===== config.mk =====
export PLATFORM = sky130hd
export DESIGN_NAME = instr_fetch_unit
export DESIGN_NICKNAME = d
export VERILOG_FILES = /design/src/rtl/instr_fetch_unit.sv
export SDC_FILE = /design/constraint.sdc
export NUM_CORES = 1
export LEC_CHECK = 0
export ABC_CLOCK_PERIOD_IN_PS = 2050
export CORE_MARGIN = 5
export CORE_UTILIZATION = 50
export CTS_BUF_LIST = sky130_fd_sc_hd__clkbuf_16
export DETAILED_ROUTE_END_ITERATION = 12
export GPL_TIMING_DRIVEN = 0
export HOLD_SLACK_MARGIN = 0.08
export MAX_ROUTING_LAYER = met4
export PLACE_DENSITY_LB_ADDON = 0.12
export SYNTH_ARGS = -nofsm -noshare
export SYNTH_HDL_FRONTEND = slang
export SYNTH_SLANG_ARGS = --single-unit

===== constraint.sdc =====
create_clock -name CLK -period 2.05 [get_ports CLK]
set_input_delay 0.3075 -clock CLK [delete_from_list [all_inputs] [get_ports CLK]]
set_output_delay 0.3075 -clock CLK [all_outputs]
set_load 0.03 [all_outputs]

===== src/rtl/instr_fetch_unit.sv =====
// Fetch stage: writable program memory, fetch PC, instruction register, jump flush.
// Optional IFU_FETCH_CNT_EN adds a saturating fetch_cnt output.
module instr_fetch_unit #(
    parameter int ADDR_W  = 4,
    parameter int INSTR_W = 8
) (
    input  logic               CLK,
    input  logic               RST_N,
    input  logic               prog_we,
    input  logic [ADDR_W-1:0]  prog_addr,
    input  logic [INSTR_W-1:0] prog_data,
    input  logic               run,
    input  logic               stall,
    input  logic               jumpSelect,
    output logic [2:0]         opcode,
    output logic               rs,
    output logic               rd,
    output logic [2:0]         imm,
    output logic [ADDR_W-1:0]  pc,
    output logic               instr_valid,
    output logic               halted
`ifdef IFU_FETCH_CNT_EN
    ,
    output logic [15:0]        fetch_cnt
`endif
);

    typedef enum logic [1:0] {
        IDLE,
        FETCH,
        FLUSH,
        HALTED
    } state_t;

    state_t             state;
    state_t             stateNext;
    logic [INSTR_W-1:0] mem [2**ADDR_W];
    logic [INSTR_W-1:0] memWord;
    logic [INSTR_W-1:0] ir;
    logic [INSTR_W-1:0] irNext;
    logic [ADDR_W-1:0]  fpc;
    logic [ADDR_W-1:0]  fpcNext;
    logic [ADDR_W-1:0]  pcNext;
    logic               validNext;
    logic               doFetch;

    // Program memory is deliberately left out of reset.
    always_ff @(posedge CLK) begin
        if (prog_we) begin
            mem[prog_addr] <= prog_data;
        end
    end

    assign memWord = mem[fpc];

    always_comb begin
        stateNext = state;
        fpcNext   = fpc;
        irNext    = ir;
        pcNext    = pc;
        validNext = instr_valid;
        doFetch   = 1'b0;
        unique case (state)
            IDLE: begin
                if (!stall && run) begin
                    stateNext = FETCH;
                end
            end
            FETCH: begin
                if (!stall) begin
                    if (instr_valid && jumpSelect) begin
                        validNext = 1'b0;
                        fpcNext   = ADDR_W'(ir[2:0]);
                        stateNext = FLUSH;
                    end else if (instr_valid && (ir == '1)) begin
                        validNext = 1'b0;
                        stateNext = HALTED;
                    end else if (!run) begin
                        validNext = 1'b0;
                        stateNext = IDLE;
                    end else begin
                        doFetch = 1'b1;
                    end
                end
            end
            FLUSH: begin
                if (!stall) begin
                    doFetch   = 1'b1;
                    stateNext = FETCH;
                end
            end
            HALTED: begin
                validNext = 1'b0;
            end
            default: begin
                stateNext = IDLE;
            end
        endcase
        if (doFetch) begin
            irNext    = memWord;
            pcNext    = fpc;
            fpcNext   = fpc + ADDR_W'(1);
            validNext = 1'b1;
        end
    end

    always_ff @(posedge CLK or negedge RST_N) begin
        if (!RST_N) begin
            state       <= IDLE;
            fpc         <= '0;
            ir          <= '0;
            pc          <= '0;
            instr_valid <= 1'b0;
        end else begin
            state       <= stateNext;
            fpc         <= fpcNext;
            ir          <= irNext;
            pc          <= pcNext;
            instr_valid <= validNext;
        end
    end

`ifdef IFU_FETCH_CNT_EN
    always_ff @(posedge CLK or negedge RST_N) begin
        if (!RST_N) begin
            fetch_cnt <= '0;
        end else if (doFetch && (fetch_cnt != 16'hFFFF)) begin
            fetch_cnt <= fetch_cnt + 16'd1;
        end
    end
`endif

    assign opcode = ir[7:5];
    assign rs     = ir[4];
    assign rd     = ir[3];
    assign imm    = ir[2:0];
    assign halted = (state == HALTED);

endmodule

==> results.yml <==
power_and_ir_drop:
  p_per_area_mw_per_mm2: 1370
  peakVddDrop_uv: 802
  p_seq_share_pct: 36.3
  p_leak_nw: 2.58
  internal_power_mw: 7.14
  switching_power_mw: 3.03
  p_comb_share_pct: 34.7
  clkPwrFrac_pct: 29.0
  swShare_pct: 29.8
sta:
  slew_headroom_pct: 42.7
  setup-tns-final_ps: -263
  finalHoldViolations: 0
  holdWs_ps: 381
  setup_viol: 7
  timing.fmax_mhz: 470
  worstMarginPinSlew_ps: 856
  final_max_slew_viol_count: 0
  rsz0062_at_grt: "yes"
  worst_clock_skew_ps: 8.69
  fin_ws_ps: -78.2
  finalCriticalPeriod_ps: 2130
  fin_crit_sh_pct: 104
synth:
  synth-xor-area-share_pct: 0
  yosys.cell_types.count: 33
  synth_nets: 336
  synth_top_family_by_area: "multiplexers"
  synth_area_leaders: "edfxtp_1 64%, dfrtp_1 7.9%, mux4_1 6.5%, mux4_2 6.3%, mux2_4 2.0%"
  synth_compound_area_share_pct: 2.98
  postSynthCellCount: 312
  async_flop_share_pct: 12.9
  syn_area_mm2: 0.00605
  synth_edf_count: 128
  netlist_top_cells_count: "128 x edfxtp_1, 19 x dfrtp_1, 17 x mux4_2"
  synth_seq_cells: 147
  synthSimpleGateAreaFrac_pct: 4.99
  yosys_warnings: 0
  synth_area_leader_cell: "edfxtp_1"
  yosysMostFrequentCell: "edfxtp_1"
  synth_top_area_share_pct: 63.6
  synth_ff_type: "edfxtp_1"
  synth_mux_area_share_pct: 17.2
  synthAdderAreaFrac_pct: 1.24
  ys_seq_area_share_pct: 71.4
  syn_area_per_cell_um2: 19.4
cts:
  numCtsBuffers: 17
  cts_buffer_depth: 2
  htreeDepth: 4
  clk_transition_reported_paths_ps: 60
  clock-sinks: 147
  clk_root_buffer_cell: "clkbuf_16"
  cts_tree: "built"
  clock_latency_ps: 420
drt:
  via_per_inst: 5.70
  drc: 0
  vias: 3043
  wl_per_cell_um: 22.2
  wl_mm: 11.9
  ant_nets: 0
  drtIter0Drc: 194
  firstDrtPassIters: 4
final_layout:
  synthToLayoutAreaGrowth_pct: 22.4
  num_antenna_cells: 0
  drive_gt1_share_pct: 30.2
  fillers: 885
  regArea_mm2: 0.00432
  multiInputGateArea_mm2: 0.00171
  nNetsFinal: 398
global_routing:
  grt.total_usage_pct: 18.4
  grt_pass1_wl_mm: 18.2
  grt_remaining_overflow: 0
  grt_pass1_vias: 3094
  grt_max_degree: 20
  antenna_found_initial: 0
worst_setup_path:
  cp-end-kind: "register"
  critPathBufInv: 2
  start_kind: "register"
  crit_type: "reg -> reg"
  cpMaxStageDelayCell: "mux4_1"
  required_ps: 2350
  path_cells: "buf_6 -> buf_12 -> mux4_1 -> a211oi_2 -> a21oi_2 -> mux2_4"
  path_max_fanout: 5
  arrival_ps: 2430
  max_stage_delay_ps: 620
  crit_family: "multiplexers"
placement:
  numPortBuffers: 31
  dp_hpwl_mm: 7.45
  place_congestion: 0.765
floorplan:
  die_x_um: 120
  die_y_um: 120
  fp-row-count: 40
  start_util_pct: 50.8
  ioPinCount: 32
  dieArea_mm2: 0.0144
  coreArea_mm2: 0.0119
job:
  drv_cap: 0
status:
  violations: "negative setup slack"
  status: "complete, but fails checks"
hold_path:
  hp-class: "in -> async"
## registers in the layout (all words and copies together), names as in the netlist
| register | count |
|---|---|
| mem | 128 |
| state | 2 |
| instr_valid | 1 |
| fpc | 4 |
| pc | 4 |
| ir | 8 |
## cells by family (layout without fill, tap and decap cells)
kind of cell    Yosys count  count (layout)
flops                   147             147
simple gates             59              59
mux                      54              54
compound gates           28              28
buf+inv                  18              93
fa+ha+maj                 6               6
## per-layer routing
| layer | GRT usage [%] | vias up | wire, um |
|---|---|---|---|
| li1 | - | 1391 | - |
| met1 | 24.0 | 1553 | 5140 |
| met2 | 28.1 | 88 | 6030 |
| met3 | 5.23 | 11 | 592 |
| met4 | 6.01 | 0 | 122 |
| met5 | - | - | 0 |
## layout by cell type (no fill, tap or decap), types with 4 or more instances in the layout
cell,instances
edfxtp_1,128
clkdlybuf4s50_1,30
mux4_2,23
dfrtp_1,19
clkbuf_16,18
nor2_1,14
buf_4,11
nand2_1,9
mux4_1,9
mux2_4,8
mux2i_1,7
nor2b_1,7
a211oi_2,6
nand3_1,5
buf_2,5
o21ai_0,5
ha_1,5
nor3_2,4
nand2b_1,4
nor3_1,4
buf_12,4
a21oi_1,4
a21oi_2,4
mux2_2,4
clkinv_2,4
## worst paths after layout
path | cells past startpoint | startpoint | slack (ps) | end
worst max register to register | 6 | fpc[0] | -80 | ir[1]
max in group asynchronous | 1 | RST_N | 1140 | pc[2]
min in group CLK | 1 | pc[2] | 510 | pc[2]
worst min register to register | 1 | pc[2] | 510 | pc[2]
worst max-delay path | 6 | fpc[0] | -80 | ir[1]
worst min-delay path | 1 | RST_N | 380 | state[1]
## repair_timing
action,in CTS,in global routing
cloned,1,1
endpoints found under the hold margin,0,0
hold buffers,0,0
pin swaps,5,12
setup buffers,7,4
endpoints found under the setup margin,24,39
resized for setup,33,16
## power by group through the flow
stage                     Combinational [mW]  Clock (mW)  Sequential [mW]
after CTS                               3.39        3.00             3.70
after global placement                  2.90           0             3.71
final                                   3.52        2.95             3.69
after floorplan                         1.83           0             3.92
after detailed placement                2.94           0             3.72
after global routing                    3.77        3.14             3.73
## stage by stage
stage | power (mW) | cell area (um^2) | setup slack (ps) | std cells | utilization (%)
2_1_floorplan | 5.75 | 6050 | 32.1 | 312 | -
3_3_place_gp | 6.61 | 6540 | -677 | 490 | 54.9
3_5_place_dp | 6.66 | 6540 | -671 | 490 | 54.9
4_1_cts | 10.1 | 7310 | -86.8 | 529 | 61.4
5_1_grt | 10.6 | 7400 | -146 | 534 | 62.2
6_report | 10.2 | 7400 | -78.2 | 534 | 62.2
## final cells by class
class                      instances  share of cell area [%]
clock inverter                    15                    1.89
buffer                            14                    1.91
inverter                           3                   0.152
multi-input combinational        147                    23.2
clock buffer                      17                    5.75
sequential                       147                    58.3
tap                              147                    2.48
timing repair buffer              44                    6.32
Note: power is estimated with default switching activity, not from simulation.
